<file path="src/rtl/fetch_stage.sv">
// fifo2: two-entry synchronous FIFO with flush; head is a registered slot.
// Latency: a word pushed at the end of cycle N is visible at the head in N+1.
// Backpressure: pushes into a full FIFO without a pop, and pops when empty, are ignored.
module fifo2 #(
    parameter int W = 64
) (
    input  logic         clk,
    input  logic         reset,
    input  logic         flush,
    input  logic         push,
    input  logic [W-1:0] push_dat,
    input  logic         pop,
    output logic         head_vld,
    output logic [W-1:0] head_dat,
    output logic [1:0]   occ
);
    logic [W-1:0] slot0;
    logic [W-1:0] slot1;
    logic [1:0]   count;
    logic         do_pop;
    logic         do_push;

    assign do_pop   = pop && (count != 2'd0);
    assign do_push  = push && ((count != 2'd2) || do_pop);
    assign head_vld = (count != 2'd0);
    assign head_dat = slot0;
    assign occ      = count;

    // Slot 0 is always the head; slot 1 shifts down on a pop.
    always_ff @(posedge clk) begin
        if (!reset) begin
            count <= 2'd0;
            slot0 <= '0;
            slot1 <= '0;
        end else if (flush) begin
            count <= 2'd0;
        end else begin
            case ({do_push, do_pop})
                2'b10: begin
                    if (count == 2'd0) slot0 <= push_dat;
                    else               slot1 <= push_dat;
                    count <= count + 2'd1;
                end
                2'b01: begin
                    slot0 <= slot1;
                    count <= count - 2'd1;
                end
                2'b11: begin
                    if (count == 2'd1) begin
                        slot0 <= push_dat;
                    end else begin
                        slot0 <= slot1;
                        slot1 <= push_dat;
                    end
                end
                default: begin
                end
            endcase
        end
    end
endmodule

// fetch_stage: owns the PC, drives imem, pairs returned words with their PC for decode.
// Latency: issue in N, memory word returns in N+1, pair at out_* in N+2; redirect target out in R+3.
// Backpressure: issue is throttled so FIFO occupancy plus in-flight never exceeds two entries.
module fetch_stage #(
    parameter logic [31:0] RESET_PC   = 32'h0000_0000,
    parameter int          IMEM_BYTES = 128
) (
    input  logic        clk,
    input  logic        reset,
    output logic [31:0] imem_pc,
    input  logic [31:0] imem_inst,
    input  logic        redirect_valid,
    input  logic [31:0] redirect_pc,
    output logic        out_valid,
    input  logic        out_ready,
    output logic [31:0] out_pc,
    output logic [31:0] out_inst,
    output logic [31:0] out_pc_plus4,
    output logic        fetch_fault
);
    localparam logic [31:0] LAST_PC = 32'(IMEM_BYTES - 4);

    logic [31:0] pc_q;
    logic [31:0] pc_prev_q;
    logic        inflight_q;
    logic        fault_q;

    logic        legal;
    logic        target_legal;
    logic        pop;
    logic        issue;
    logic        push;
    logic [2:0]  demand;
    logic        head_vld;
    logic [63:0] head_dat;
    logic [1:0]  occ;

    assign legal        = (pc_q[1:0] == 2'b00) && (pc_q <= LAST_PC);
    assign target_legal = (redirect_pc[1:0] == 2'b00) && (redirect_pc <= LAST_PC);
    assign pop          = head_vld && out_ready;

    // Entries that will occupy the FIFO if nothing else happens; a pop is only
    // possible when occ is non-zero, so this never underflows.
    assign demand = {1'b0, occ} + {2'b00, inflight_q} - {2'b00, pop};
    assign issue  = legal && !fault_q && !redirect_valid && (demand <= 3'd1);

    // A redirect squashes the returning word: it belongs to the old path.
    assign push = inflight_q && !redirect_valid;

    // PC, in-flight tracking and sticky fault.
    always_ff @(posedge clk) begin
        if (!reset) begin
            pc_q       <= RESET_PC;
            pc_prev_q  <= 32'd0;
            inflight_q <= 1'b0;
            fault_q    <= 1'b0;
        end else begin
            inflight_q <= issue;
            if (issue) begin
                pc_prev_q <= pc_q;
            end
            if (redirect_valid) begin
                pc_q <= redirect_pc;
            end else if (issue) begin
                pc_q <= pc_q + 32'd4;
            end
            // An illegal redirect keeps an existing fault rather than blipping it
            // low; a fresh illegal target is caught by the legality check next cycle.
            if (redirect_valid) begin
                fault_q <= fault_q && !target_legal;
            end else if (!legal) begin
                fault_q <= 1'b1;
            end
        end
    end

    fifo2 #(.W(64)) u_out_fifo (
        .clk      (clk),
        .reset    (reset),
        .flush    (redirect_valid),
        .push     (push),
        .push_dat ({pc_prev_q, imem_inst}),
        .pop      (pop),
        .head_vld (head_vld),
        .head_dat (head_dat),
        .occ      (occ)
    );

    assign imem_pc      = pc_q;
    assign fetch_fault  = fault_q;
    assign out_valid    = head_vld;
    assign out_pc       = head_vld ? head_dat[63:32] : 32'd0;
    assign out_inst     = head_vld ? head_dat[31:0]  : 32'd0;
    assign out_pc_plus4 = head_vld ? head_dat[63:32] + 32'd4 : 32'd0;
endmodule

</file>
<file path="config.mk">
export PLATFORM = sky130hd
export DESIGN_NAME = fetch_stage
export DESIGN_NICKNAME = d
export VERILOG_FILES = /design/src/rtl/fetch_stage.sv
export SDC_FILE = /design/constraint.sdc
export NUM_CORES = 1
export LEC_CHECK = 0
export CAP_MARGIN = 0
export CORE_MARGIN = 10
export CORE_UTILIZATION = 57
export CTS_BUF_LIST = sky130_fd_sc_hd__clkbuf_4
export DETAILED_ROUTE_END_ITERATION = 8
export GPL_TIMING_DRIVEN = 1
export PLACE_DENSITY = 0.88
export SLEW_MARGIN = 25
export SYNTH_ARGS = -nofsm -noshare
export SYNTH_HDL_FRONTEND = slang
export SYNTH_HIERARCHICAL = 1
export SYNTH_SLANG_ARGS = --single-unit
</file>
<file path="constraint.sdc">
create_clock -name clk -period 7.6 [get_ports clk]
set_clock_uncertainty 0.2 [all_clocks]
set_input_delay 2.28 -clock clk [delete_from_list [all_inputs] [get_ports clk]]
set_output_delay 2.28 -clock clk [all_outputs]
set_load 0.02 [all_outputs]
</file>
# Word level (Yosys, flattened, before mapping)
# Index checks and enable logic that the tools add are counted.
[word_totals]
ff_bits = 196
latchBits = 0
ramBits = 0
mem_bits_ro = 0
in_bits = 68
elab_cells = 66
memories = 0
[op_classes]
n_addsub = 6
mul = 0
div_mod_pow = 0
order_cmp = 3
n_eq_ne = 9
shift = 0
n_mux = 14
n_bitwise = 2
reduce_logical = 25
[op_table]
columns = ["op", "count"]
rows = [
  ["2-to-1 mux 64 bit", 4],
  ["case mux 64 bit (3 select lines)", 1],
  ["2-to-1 mux 32 bit", 5],
  ["case mux 64 bit (2 select lines)", 1],
  ["adder 32 x 3 -> 32 bit (second input constant)", 2],
  ["<= comparator 32 x 7 -> 1 bit (second input constant)", 2],
  ["logical AND 1 bit", 10],
  ["inequality test 2 bit (second input constant)", 4],
  ["nonzero test 2 bit", 4],
  ["logical NOT 2 bit", 3],
  ["equality test 2 x 1 -> 1 bit (second input constant)", 2],
  ["equality test 2 bit (second input constant)", 2],
  ["case mux 2 bit (2 select lines)", 1],
  ["AND reduction 4 bit", 1],
  ["adder 2 x 1 -> 3 bit", 1],
  ["<= comparator 3 x 1 -> 1 bit (second input constant)", 1],
  ["logical NOT 1 bit", 3],
  ["AND reduction 3 bit", 1],
  ["nonzero test 3 bit", 1],
  ["subtractor 3 x 1 -> 3 bit", 1],
  ["adder 2 x 1 -> 2 bit (second input constant)", 1],
  ["2-to-1 mux 1 bit", 2],
  ["inequality test 2 x 1 -> 1 bit (second input constant)", 1],
  ["NOT 1 bit", 2],
  ["3 further kinds", 3],
]

# Depth between registers and ports, before layout
# Gate-level depths: netlist of run 1.
[logic_depth]
depth_word = 8
ltp_mapped = 16
mapped_depth_nobuf = 14

# Cells and area by module
# Netlist of run 1, hierarchy kept.
[modules_own_cells]
columns = ["mod", "n_inst", "cells_each", "area_per_inst_um2", "seq_area_each_um2"]
rows = [
  ["fifo2", 1, 660, 5597.9, 2602.5],
  ["fetch_stage", 1, 424, 3689.8, 1321.3],
]

# Worst setup path after synthesis of run 1
# No wires, ideal clock.
[synth_timing]
path_kind = "input -> register"
from = "in out_ready"
to = "reg pc_q[7], in the netlist imem_pc[7]"
setup_time_ps = 70
arrival_ps = 4728
required_ps = 7330
setup_slack_ps = 2602
path_stages = 11
n_path_buf = 0
cell_sequence = "and2_1 -> ha_1 -> inv_1 -> ha_1 -> inv_1 -> fa_1 -> xnor2_1 -> nand3_1 -> nor3_4 -> or4b_1 -> a21boi_1"
[synth_between]
elab_chain_cells = 5
[synth_lines]
columns = ["element", "line_no", "source"]
rows = [
  ["start: declaration", "77", "input logic out_ready,"],
  ["logical AND 1 bit", "102", "assign pop = head_vld && out_ready;"],
  ["subtractor 3 x 1 -> 3 bit", "106", "assign demand = {1'b0, occ} + {2'b00, inflight_q} - {2'b00, pop};"],
  ["<= comparator 3 x 1 -> 1 bit", "107", "assign issue = legal && !fault_q && !redirect_valid && (demand <= 3'd1);"],
  ["logical AND 1 bit", "107", ""],
  ["nonzero test 2 bit (no line)", "--", ""],
  ["end signal: assignment", "125", "pc_q <= redirect_pc;"],
  ["end signal: assignment", "127", "pc_q <= pc_q + 32'd4;"],
  ["end: declaration", "85", "logic [31:0] pc_q;"],
]
# Every way passes these cells.
# A chain may end at the register's enable or synchronous reset.

# Worst setup path in the final report of run 1
[layout_timing]
from = "reg u_out_fifo.slot0[41], in the netlist u_out_fifo/head_dat[41]"
to = "out out_pc_plus4[29]"
[layout_between]
elab_chain_cells = 2
[layout_lines]
columns = ["element", "line_no", "source"]
rows = [
  ["start: declaration", "17", "logic [W-1:0] slot0;"],
  ["start signal: assignment", "40", "if (count == 2'd0) slot0 <= push_dat;"],
  ["start signal: assignment", "45", "slot0 <= slot1;"],
  ["start signal: assignment", "50", "slot0 <= push_dat;"],
  ["adder 32 x 3 -> 32 bit", "156", "assign out_pc_plus4 = head_vld ? head_dat[63:32] + 32'd4 : 32'd0;"],
  ["2-to-1 mux 32 bit", "156", ""],
  ["end: declaration", "80", "output logic [31:0] out_pc_plus4,"],
]
# Every way passes these cells.

==> results of run 1 <==
power groups by stage:
stage / combinational [mW] / clock (mW) / sequential, mW
floorplan: 0.0513 / 0 / 1.08
global placement: 0.135 / 0 / 1.07
detailed placement: 0.137 / 0 / 1.07
CTS: 0.137 / 0.515 / 1.05
global route: 0.147 / 0.553 / 1.05
finish: 0.136 / 0.502 / 1.05
layer usage:
layer	vias to the layer above	wire length (um)
li1	3936	-
met1	3706	10200
met2	227	11100
met3	27	1610
met4	0	400
met5	-	0
final timing paths:
check | start | endpoint | slack (ns)
max | u_out_fifo/head_dat[41] | out_pc_plus4[29] | 1.80
min | pc_prev_q[6] | u_out_fifo/slot1[38] | 0.26
max reg2reg | u_out_fifo/occ[1] | imem_pc[7] | 3.10
min reg2reg | pc_prev_q[6] | u_out_fifo/slot1[38] | 0.26
area by class of cell:
cell class,instances,area [um2],area share [%]
multi-input cells,797,4830,42.6
flip-flops and latches,196,3920,34.6
repair buffers,204,2020,17.8
well taps,216,270,2.38
clock buffers,17,128,1.13
clock inverters,15,121,1.07
inverters,12,47.5,0.419
diodes,1,2.50,0.0221
registers in the layout (all words and copies together) (netlist names):
signal / cells
u_out_fifo/head_dat: 64
u_out_fifo/slot1: 64
u_out_fifo/occ: 2
fetch_fault: 1
inflight_q: 1
pc_prev_q: 32
imem_pc: 32
worst max-delay path: stages, from the launching register on:
cell	delay (ns)
dfxtp_1	0.47
nand4_1	0.27
or4_1	0.67
nor4_1	0.39
xor2_1	0.20
and2_1	0.14
clkdlybuf4s50_1	0.61
cell usage in the layout, fill, tap and decap left out, types with 2 or more instances in the layout:
master and n:
nand2b_1 4, or3_1 2, dfxtp_1 196, o21ai_0 62, nor3_1 6, nand3_1 11, inv_6 4, xnor2_1 13
and4_1 2, nand4_1 8, nand2_1 272, inv_8 2, nor2b_1 36, clkinv_2 3, o21ai_1 10, a21boi_0 7
nor4_1 23, mux2i_1 34, buf_4 7, a21oi_4 2, clkbuf_4 17, inv_1 11, ha_1 7, clkdlybuf4s50_1 195
a31oi_1 65, or2_2 2, clkinv_4 3, nor2_1 10, and2_1 120, and3_1 2, xor2_1 18, a21boi_2 60
clkinvlp_4 3
stage by stage:
stage | instances | util, % | hold slack, ns
after floorplan | 1084 | - | 0.244
after global placement | 1425 | 69.5 | 0.252
after detailed placement | 1425 | 69.5 | 0.257
after CTS | 1457 | 71.1 | 0.273
after global routing | 1458 | 71.1 | 0.278
final | 1458 | 71.1 | 0.265
kinds of logic (layout without fill, tap and decap cells):
| family | Yosys count | after routing |
|---|---|---|
| buffers and inverters | 91 | 248 |
| other | 0 | 1 |
| AOI/OAI and AO/OA | 214 | 214 |
| xor gates and xnor gates | 31 | 31 |
| DFF | 196 | 196 |
| muxes | 34 | 34 |
| adders and majority gates | 8 | 8 |
| and+or+nand+nor | 510 | 510 |
==> flow_summary.toml, run 1 <==
[global_route]
grt_max_degree = 127
grt_most_used_layer = "met2"
grt_pass1_wl_mm = 37.8
overflow = 0
met1_usage_pct = 25.0
grtUsageMet2_pct = 34.6
met3_usage_pct = 5.89
antenna_found_initial = 1
track_usage_pct = 20.6
grt_pass1_vias = 7596

[synthesis]
synth_top_area_share_pct = 42.2
synthAdderAreaFrac_pct = 1.16
synth.area.top_cells = "dfxtp_1, nand2_1, and2_1, a21boi_2, a31oi_1"
synth_compound_area_share_pct = 17.1
ys_seq_area_share_pct = 42.2
synthCells = 1084
synth-seq-cells = 196
synthSimpleGateAreaFrac_pct = 27.1
synth.area.mux_share_pct = 3.66
synth_edf_count = 0
yosys_warnings = 6
synth.avg_cell_area_um2 = 8.57
ys_async_sr_fraction_pct = 0
synth_most_common_cell = "nand2_1"
synth_area_um2 = 9290
ys_types = 53
yosys-top-cells-count = "nand2_1, dfxtp_1, and2_1, a31oi_1, o21ai_0"
synth_xor_area_share_pct = 2.92
yosys.area.top_type = "dfxtp_1"
synth_top_family_by_area = "simple AND/OR/NAND/NOR gates"
syn_nets = 1160
synth_top_flop_cell = "dfxtp_1"

[worst_setup_path]
endpoint_kind = "output port"
worst-r2r-cell-count = 14
arrival_ns = 3.32
cp-start-kind = "flip-flop"
path_max_fanout = 12
critPathKind = "flip-flop to output port"
critPathRequiredTime_ns = 5.12

[detailed_routing]
drt_iter0_markers = 553
drtAntennaViolNets = 0
wl_per_cell_um = 16.0
avgViaCountPerCell = 5.42
num_vias = 7896
wl_mm = 23.3
drc = 0
drtPass1Iterations = 5

[layout]
synthToLayoutAreaGrowth_pct = 22.1
drive_above_1_share_pct = 9.27
fill_cells = 1308
finalInstanceArea_um2 = 11300
final_nets = 1304

[timing]
fin_crit_ns = 5.80
slew-limit-headroom_pct = 31.5
slew_viol_final = 0
hold_viol_final = 0
tns_ns = 0
rsz0062_at_grt = "false"
worst_slack_ns = 1.80
worst_pin_slew_ns = 1.03
timing.final.crit_share_pct = 76.3
max_freq_mhz = 172
finalSetupViolations = 0

[job]
cap_violations = 0

[power_and_ir_drop]
internal_power_mw = 1.25
p_leak_nw = 4.00
ir_drop_v = 0.000111
power.density_nw_per_um2 = 149
pwr-share-clk_pct = 29.7
power_mw = 1.69
seqPwrFrac_pct = 62.2
combPwrFrac_pct = 8.1
p_sw_mw = 0.437
switching_share_pct = 25.9

[cts]
cts.sink_count = 196
cts_setup_buffers = 0
cts_max_path_buffers = 2
post_cts_resized = 0
cts_hold_buf = 0
cts_tree = "built"
htreeDepth = 4
ctsRootBufferMaster = "clkbuf_4"
clkSlewWorstSetupHoldPaths_ns = 0.16
clock_latency_ns = 0.57
numCtsBuffers = 17

[floorplanning]
core-area_um2 = 15900
die_w_um = 148
row_count = 46
die_area_um2 = 21800
io_pins = 198
start_util_pct = 58.3
dieHeight_um = 148

[placed_design]
placed_area_um2 = 11100
dp_hpwl_mm = 15.6
place_ws_ns = 1.93
gp_congestion = 0.870
io_buffers = 197

[min_path]
worstHoldPathCells = 2
min_path_type = "flip-flop to flip-flop"

[run_status]
status = "completed"
Power figures use the tool's default switching activity.
==> inputs of run 2 (changes only) <==
--- a/config.mk
+++ b/config.mk
@@ -7,11 +7,11 @@
 export LEC_CHECK = 0
 export CAP_MARGIN = 0
 export CORE_MARGIN = 10
-export CORE_UTILIZATION = 57
+export CORE_UTILIZATION = 48
 export CTS_BUF_LIST = sky130_fd_sc_hd__clkbuf_4
 export DETAILED_ROUTE_END_ITERATION = 8
 export GPL_TIMING_DRIVEN = 1
-export PLACE_DENSITY = 0.88
+export PLACE_DENSITY = 0.79
 export SLEW_MARGIN = 25
 export SYNTH_ARGS = -nofsm -noshare
 export SYNTH_HDL_FRONTEND = slang
==> constraint.sdc (replaced) <==
create_clock -name clk -period 4.9 [get_ports clk]
set_clock_uncertainty 0.2 [all_clocks]
set_input_delay 1.47 -clock clk [delete_from_list [all_inputs] [get_ports clk]]
set_output_delay 1.47 -clock clk [all_outputs]
set_load 0.02 [all_outputs]
==> flow_summary.toml, run 2 (synthesis gave the netlist of run 1 again) <==
[global_route]
overflow = 0
track_usage_pct = 18.3
grt_max_degree = 92
grt_pass1_vias = 7554
grt_pass1_wl_mm = 39.5
antenna_found_initial = 2

[placed_design]
io_buffers = 197
placed_area_um2 = 11300
gp_congestion = 0.825
place_ws_ns = 0.345
dp_hpwl_mm = 16.3
place_inst = 1479

[timing]
finalSetupViolations = 0
max_freq_mhz = 211
timing.final.crit_share_pct = 96.8
fin_crit_ns = 4.75
slew-limit-headroom_pct = 48.7
slew_viol_final = 0
hold_viol_final = 0
rsz0062_at_grt = "true"
worst_pin_slew_ns = 0.770
worst_slack_ns = 0.155

[cts]
numCtsBuffers = 17
cts_max_path_buffers = 2
cts_hold_buf = 0
cts_tree = "built"
ctsRootBufferMaster = "clkbuf_4"
cts.sink_count = 196
clkSlewWorstSetupHoldPaths_ns = 0.17
clock_latency_ns = 0.58
htreeDepth = 4

[detailed_routing]
num_vias = 7811
drtPass1Iterations = 5
drc = 0
wl_mm = 24.0
drtAntennaViolNets = 0
wl_per_cell_um = 15.8
avgViaCountPerCell = 5.16
drt_iter0_markers = 469

[worst_setup_path]
arrival_ns = 3.08
critPathKind = "flip-flop to output port"
endpoint_kind = "output port"
path_max_fanout = 12
critPathRequiredTime_ns = 3.23
cp-start-kind = "flip-flop"

[floorplanning]
core-area_um2 = 18900
die_w_um = 159
die_area_um2 = 25300
io_pins = 198
start_util_pct = 49.2
dieHeight_um = 159
row_count = 50

[power_and_ir_drop]
power_mw = 2.85
p_leak_nw = 4.13
ir_drop_v = 0.000181
power.density_nw_per_um2 = 243

[min_path]
min_path_type = "flip-flop to flip-flop"

[run_status]
status = "completed"

[job]
cap_violations = 0

[layout]
postLayoutCoreUtil_pct = 62.0
final_common_cell = "nand2_1"
final_nets = 1315
final_cell_mix = "nand2_1, clkdlybuf4s50_1, dfxtp_1"
finalInstanceArea_um2 = 11700
drive_above_1_share_pct = 11.6
synthToLayoutAreaGrowth_pct = 26.1
instances_no_fill = 1513
## run 2: changes by cell type in the layout (fill, tap and decap cells not counted), sizes merged
cell / before / now
bufinv: 0 / 4
clkinvlp: 3 / 2
clkbuf: 17 / 18
clkinv: 6 / 3
inv: 18 / 17
buf: 9 / 20
## run 2: area by class of cell
cell class                      count  area [um2]
Antenna cell                        1        2.50
Clock buffer                       18         135
Clock inverter                     14         215
Fill cell                        1681        7180
Inverter                           12        47.5
Multi-Input combinational cell    797        4890
Sequential cell                   196        3940
Tap cell                          260         325
Timing Repair Buffer              215        2160
## run 2: repair_timing
item,4_1_cts,5_1_grt
endpoints found under the setup margin,5,60
resized for setup,1,21
cloned,0,0
pin swaps,0,1
buffers inserted,0,1
## run 2: path summary, 6_finish.rpt
kind	cells after the start	slack, ns	endpoint	start
hold / removal	2	0.27	u_out_fifo/head_dat[56]	u_out_fifo/slot1[56]
setup reg to reg	14	1.04	imem_pc[7]	u_out_fifo/occ[1]
setup / recovery	6	0.15	out_pc_plus4[31]	u_out_fifo/head_dat[47]
hold reg to reg	2	0.27	u_out_fifo/head_dat[56]	u_out_fifo/slot1[56]
## run 2: per-stage QoR
step	hold slack, ns	setup TNS, ns
after floorplan	0.244	0
after global placement	0.251	0
after detailed placement	0.256	0
after CTS	0.275	0
after global routing	0.288	-0.0463
final	0.267	0
## run 2: critical path, cell delays in order (launching register included)
cell	delay [ns]
dfxtp_1	0.43
nand4_1	0.19
or4_4	0.64
nor4_2	0.33
xor2_1	0.16
and2_1	0.13
clkdlybuf4s50_1	0.61
## run 2: routing by layer
metal | global-route usage (%) | wire length, um | vias up
li1 | - | - | 3956
met4 | 5.90 | 380 | 0
met5 | 0 | 0 | -
met3 | 4.47 | 1210 | 30
met2 | 29.8 | 11200 | 179
met1 | 23.3 | 11100 | 3646
## run 2: report_power, final
part	total [mW]	switching, mW	internal [mW]
sequential	1.63	0.0175	1.61
clock	1.01	0.579	0.428
combinational	0.213	0.0954	0.117
total	2.85	0.692	2.16
